===== src/rtl/legv8_fetch.sv =====
// LEGv8 instruction fetch stage: owns the PC, fetches words over a req/ack
// handshake and feeds the IF/ID register, with stall skid, redirect and drain.
module legv8_fetch #(
    parameter int                  PC_WIDTH = 64,
    parameter logic [PC_WIDTH-1:0] RESET_PC = '0
) (
    input  logic                clk,
    input  logic                rst,
    output logic                imem_req,
    output logic [PC_WIDTH-1:0] imem_addr,
    input  logic                imem_ack,
    input  logic [31:0]         imem_rdata,
    input  logic                stall,
    input  logic                redirect_valid,
    input  logic [PC_WIDTH-1:0] redirect_pc,
    output logic                if_id_valid,
    output logic [31:0]         if_id_inst,
    output logic [PC_WIDTH-1:0] if_id_pc,
    output logic [10:0]         opcode
);

    typedef enum logic [1:0] {IDLE, FETCH, HOLD, DRAIN} state_t;

    state_t              state;
    state_t              next_state;
    logic [PC_WIDTH-1:0] pc;
    logic [PC_WIDTH-1:0] pending_pc;
    logic                skid_valid;
    logic [31:0]         skid_inst;
    logic [PC_WIDTH-1:0] skid_pc;
    logic                if_id_free;

    assign if_id_free = !stall || !if_id_valid;
    assign opcode     = if_id_inst[31:21];

    always_ff @(posedge clk or negedge rst) begin
        if (!rst) begin
            state <= IDLE;
        end else begin
            state <= next_state;
        end
    end

    always_comb begin
        next_state = state;
        case (state)
            IDLE: next_state = FETCH;
            FETCH: begin
                if (redirect_valid) begin
                    next_state = imem_ack ? FETCH : DRAIN;
                end else if (imem_ack && !if_id_free) begin
                    next_state = HOLD;
                end
            end
            HOLD: begin
                if (redirect_valid || !stall) begin
                    next_state = FETCH;
                end
            end
            DRAIN: begin
                if (imem_ack) begin
                    next_state = FETCH;
                end
            end
            default: next_state = IDLE;
        endcase
    end

    // The PC stays put until the ack, so the address is stable for the whole
    // request; in DRAIN it is still the cancelled fetch's address.
    always_comb begin
        imem_req  = (state == FETCH) || (state == DRAIN);
        imem_addr = pc;
    end

    always_ff @(posedge clk or negedge rst) begin
        if (!rst) begin
            pc          <= RESET_PC;
            pending_pc  <= RESET_PC;
            skid_valid  <= 1'b0;
            skid_inst   <= '0;
            skid_pc     <= '0;
            if_id_valid <= 1'b0;
            if_id_inst  <= '0;
            if_id_pc    <= '0;
        end else begin
            case (state)
                IDLE: begin
                    if (redirect_valid) begin
                        pc          <= redirect_pc;
                        if_id_valid <= 1'b0;
                        skid_valid  <= 1'b0;
                    end
                end
                FETCH: begin
                    if (redirect_valid) begin
                        if_id_valid <= 1'b0;
                        skid_valid  <= 1'b0;
                        if (imem_ack) begin
                            pc <= redirect_pc;
                        end else begin
                            pending_pc <= redirect_pc;
                        end
                    end else if (imem_ack) begin
                        pc <= pc + PC_WIDTH'(4);
                        if (if_id_free) begin
                            if_id_valid <= 1'b1;
                            if_id_inst  <= imem_rdata;
                            if_id_pc    <= pc;
                        end else begin
                            skid_valid <= 1'b1;
                            skid_inst  <= imem_rdata;
                            skid_pc    <= pc;
                        end
                    end else if (!stall) begin
                        if_id_valid <= 1'b0;
                    end
                end
                HOLD: begin
                    if (redirect_valid) begin
                        pc          <= redirect_pc;
                        if_id_valid <= 1'b0;
                        skid_valid  <= 1'b0;
                    end else if (!stall) begin
                        if_id_valid <= skid_valid;
                        if_id_inst  <= skid_inst;
                        if_id_pc    <= skid_pc;
                        skid_valid  <= 1'b0;
                    end
                end
                DRAIN: begin
                    // A redirect arriving with the drained ack still wins.
                    if_id_valid <= 1'b0;
                    skid_valid  <= 1'b0;
                    if (imem_ack) begin
                        pc <= redirect_valid ? redirect_pc : pending_pc;
                    end else if (redirect_valid) begin
                        pending_pc <= redirect_pc;
                    end
                end
                default: ;
            endcase
        end
    end

endmodule


===== config.mk =====
export PLATFORM = sky130hd
export DESIGN_NAME = legv8_fetch
export DESIGN_NICKNAME = d
export VERILOG_FILES = /design/src/rtl/legv8_fetch.sv
export SDC_FILE = /design/constraint.sdc
export NUM_CORES = 1
export LEC_CHECK = 0
export CORE_AREA = 2 2 223 225
export CTS_CLUSTER_SIZE = 8
export DETAILED_ROUTE_END_ITERATION = 16
export DIE_AREA = 0 0 225 227
export GPL_TIMING_DRIVEN = 0
export SYNTH_ARGS = -nofsm -noshare
export SYNTH_HDL_FRONTEND = slang
export SYNTH_SLANG_ARGS = --single-unit

===== constraint.sdc =====
create_clock -name clk -period 3.2 [get_ports clk]
set_input_delay 0.32 -clock clk [delete_from_list [all_inputs] [get_ports clk]]
set_output_delay 0.32 -clock clk [all_outputs]
set_load 0.01 [all_outputs]

==> flow_metrics.env <==
export IMPL_core_area_sq_um=48500
export IMPL_final_cell_mix="dfrtp_1 (322), clkdlybuf4s50_1 (272), mux2_2 (181)"
export IMPL_clockBufferDepth=3
export IMPL_synth_area_per_cell_sq_um=10.2
export IMPL_synth_edf_count=0
export IMPL_power_density_nw_per_um2=982
export IMPL_hpwl_microns=47500
export IMPL_pwr_share_seq=0.359
export IMPL_layout_min_cycle_time_ns=3.27
export IMPL_vias=15300
export IMPL_place_congestion=0.934
export IMPL_setup_tns_ns=-0.226
export IMPL_nNetsFinal=2074
export IMPL_switching_share=0.396
export IMPL_end_kind="register"
export IMPL_yosysSeqAreaShare=0.481
export IMPL_ys_warn_count=0
export IMPL_grt_overflow_total=0
export IMPL_slew_viol_final=0
export IMPL_ir_worst_vdd_uv=371
export IMPL_num_rows=81
export IMPL_pre_cts_ws_ns=-1.05
export IMPL_fill_cells=4605
export IMPL_clock_sinks=324
export IMPL_start_kind="primary input"
export IMPL_track_usage=0.255
export IMPL_hold_viol=0
export IMPL_clkPwrFrac=0.206
export IMPL_final_area_sq_um=21800
export IMPL_synth_main_ff_cell="dfrtp_1"
export IMPL_synth_seq_cells=324
export IMPL_finalWirelength_microns=66100
export IMPL_cp_arrival_ns=3.72
export IMPL_p_leak_nw=8.80
export IMPL_finalClockSkew_ns=0.0297
export IMPL_switchingPower_mw=8.48
export IMPL_dpl_cell_area_sq_um=20500
export IMPL_antenna_found_initial=4
export IMPL_drive_above_1_share=0.171
export IMPL_fp_dieH_microns=227
export IMPL_areaGrowthSynthToFinish_pct=29.5
export IMPL_post_route_period_util=1.02
export IMPL_cp_max_fo=10
export IMPL_cts_made_buffers=46
export IMPL_yosysUniqueCellTypes=79
export IMPL_rsz0062_at_grt="false"
export IMPL_fin_util=0.449
export IMPL_required_ns=3.65
export IMPL_hp_class="in -> async"
export IMPL_cts_clk_slew_worst_paths_ns=0.05
export IMPL_first_global_vias=14900
export IMPL_crit_type="in -> reg"
export IMPL_drcViolationCount=0
export IMPL_htreeDepth=2
export IMPL_setup_viol=5
export IMPL_grt_max_degree=105
export IMPL_cts_tree="built"
export IMPL_io_buffer_count=273
export IMPL_worstSkewPairLatency_ns=0.60
export IMPL_status="finished, violations left"
export IMPL_worst_pin_slew_ns=1.30
export IMPL_vias_per_cell=5.89
export IMPL_ios=274
export IMPL_drtIter0Drc=1468
export IMPL_dieArea_sq_um=51100
export IMPL_wl_per_cell_microns=25.4
export IMPL_rrSetupSlack_ns=0.06
export IMPL_root_buffer="clkbuf_16"
export IMPL_reg2reg_depth=8
export IMPL_setup_ws_ns=-0.0665
export IMPL_start_util=0.347
export IMPL_async_flop_share=1.00
export IMPL_dr_pass1_iters=5
export IMPL_synth_cell_area_sq_um=16900
export IMPL_cap_violations=0
export IMPL_layout_commonest_cell="dfrtp_1"
export IMPL_cell_internal_pwr_mw=12.9
export IMPL_power_frac_comb=0.435
export IMPL_syn_inst=1645
export IMPL_slew_headroom=0.124
export IMPL_fmax_mhz=306
export IMPL_antenna_left=0
export IMPL_die_w_microns=225
export IMPL_grt_pass1_wl_microns=96300
export IMPL_violations="negative setup slack"
export IMPL_syn_nets=1752
-- sequential cells by signal, summed over array words and instances, names as in the netlist --
signal and flops:
if_id_inst 32, if_id_pc 64, if_id_valid 1, imem_addr 64
pending_pc 64, skid_inst 32, skid_pc 64, skid_valid 1
state 2
-- what timing repair did --
action / in CTS / in global routing
endpoints found under the hold margin: 61 / 0
setup endpoints to repair: 262 / 49
hold buffers: 1 / 0
setup buffers: 0 / 0
gates resized for setup: 49 / 26
-- power groups by stage --
stage / registers (mW) / logic [mW] / clock network (mW)
floorplan: 7.54 / 4.42 / 0
global placement: 7.66 / 8.97 / 0
detailed placement: 7.73 / 9.13 / 0
CTS: 7.67 / 9.21 / 4.52
global route: 7.91 / 9.94 / 4.67
finish: 7.70 / 9.31 / 4.42
-- metal layers --
layer | global-route usage | share of wire | vias up
li1 | - | - | 6683
met1 | 0.345 | 0.43 | 7607
met2 | 0.397 | 0.45 | 819
met3 | 0.0527 | 0.086 | 182
met4 | 0.108 | 0.041 | 2
met5 | 0 | 0.00017 | -
-- metrics by stage --
stage | std cells | power, mW | hold slack [ns]
3_3_place_gp | 2540 | 16.6 | 0.476
5_1_grt | 2594 | 22.5 | 0.321
6_report | 2596 | 21.4 | 0.280
2_1_floorplan | 1645 | 12.0 | 0.0244
3_5_place_dp | 2544 | 16.9 | 0.303
4_1_cts | 2594 | 21.4 | 0.277
-- critical path, stage by stage --
cell             delay, ns
clkdlybuf4s50_1       0.71
buf_2                 0.40
buf_2                 0.39
clkbuf_1              0.55
clkbuf_1              0.70
o21ai_0               0.20
a21oi_1               0.31
nor3_1                0.10
-- area by class of cell --
type | count | area [sq um] | share of cell area
diodes | 3 | 7.51 | 0.000344
clock buffers | 50 | 1200 | 0.0549
clock inverters | 2 | 28.8 | 0.00132
inverters | 30 | 113 | 0.00516
plain buffers | 146 | 711 | 0.0326
repair buffers | 278 | 2840 | 0.130
flip-flops and latches | 324 | 8110 | 0.372
multi-input cells | 1141 | 8030 | 0.368
well taps | 622 | 778 | 0.0357
-- Yosys cell counts (5+ instances only) --
master / number / area, sq um
or4_1: 7 / 52.6
a211o_1: 7 / 61.3
and3_1: 11 / 68.8
o21ai_0: 62 / 310
mux2_2: 181 / 2040
nand3_1: 42 / 210
a22o_1: 8 / 70.1
ha_1: 6 / 75.1
nor4_1: 24 / 150
dfrtp_1: 324 / 8110
a21oi_1: 164 / 821
o31ai_1: 8 / 60.1
a221oi_1: 38 / 333
a211oi_1: 26 / 195
nand2_1: 104 / 390
nor2_1: 154 / 578
a31oi_1: 10 / 62.6
inv_1: 30 / 113
buf_2: 17 / 85.1
buf_4: 12 / 90.1
o211ai_1: 14 / 105
clkbuf_1: 97 / 364
nand4_1: 18 / 113
nor3b_1: 5 / 37.5
a311oi_1: 7 / 61.3
mux2i_1: 108 / 1080
buf_1: 22 / 82.6
nor3_1: 20 / 100
and4_1: 15 / 131
a22oi_1: 12 / 90.1
-- cells by family (layout without fill, tap and decap cells) --
family                   Yosys count  after routing  synth area share
AO/OA/AOI/OAI                    408            408             0.156
XOR/XNOR                           5              5           0.00260
adder cells (fa/ha/maj)            6              6           0.00445
buffers and inverters            180            506            0.0445
flip-flops                       324            324             0.481
multiplexers                     289            289             0.185
other                              0              3                 0
AND/OR/NAND/NOR                  433            433             0.127
-- path summary, 6_finish.rpt --
kind	from	end
max in group asynchronous	rst	imem_addr[3]
hold / removal	rst	skid_inst[27]
min in group clk	imem_rdata[22]	skid_inst[22]
hold reg to reg	pending_pc[20]	pending_pc[20]
setup reg to reg	state[0]	imem_addr[53]
setup / recovery	redirect_valid	imem_addr[58]
Note: power is estimated with default switching activity, not from simulation.
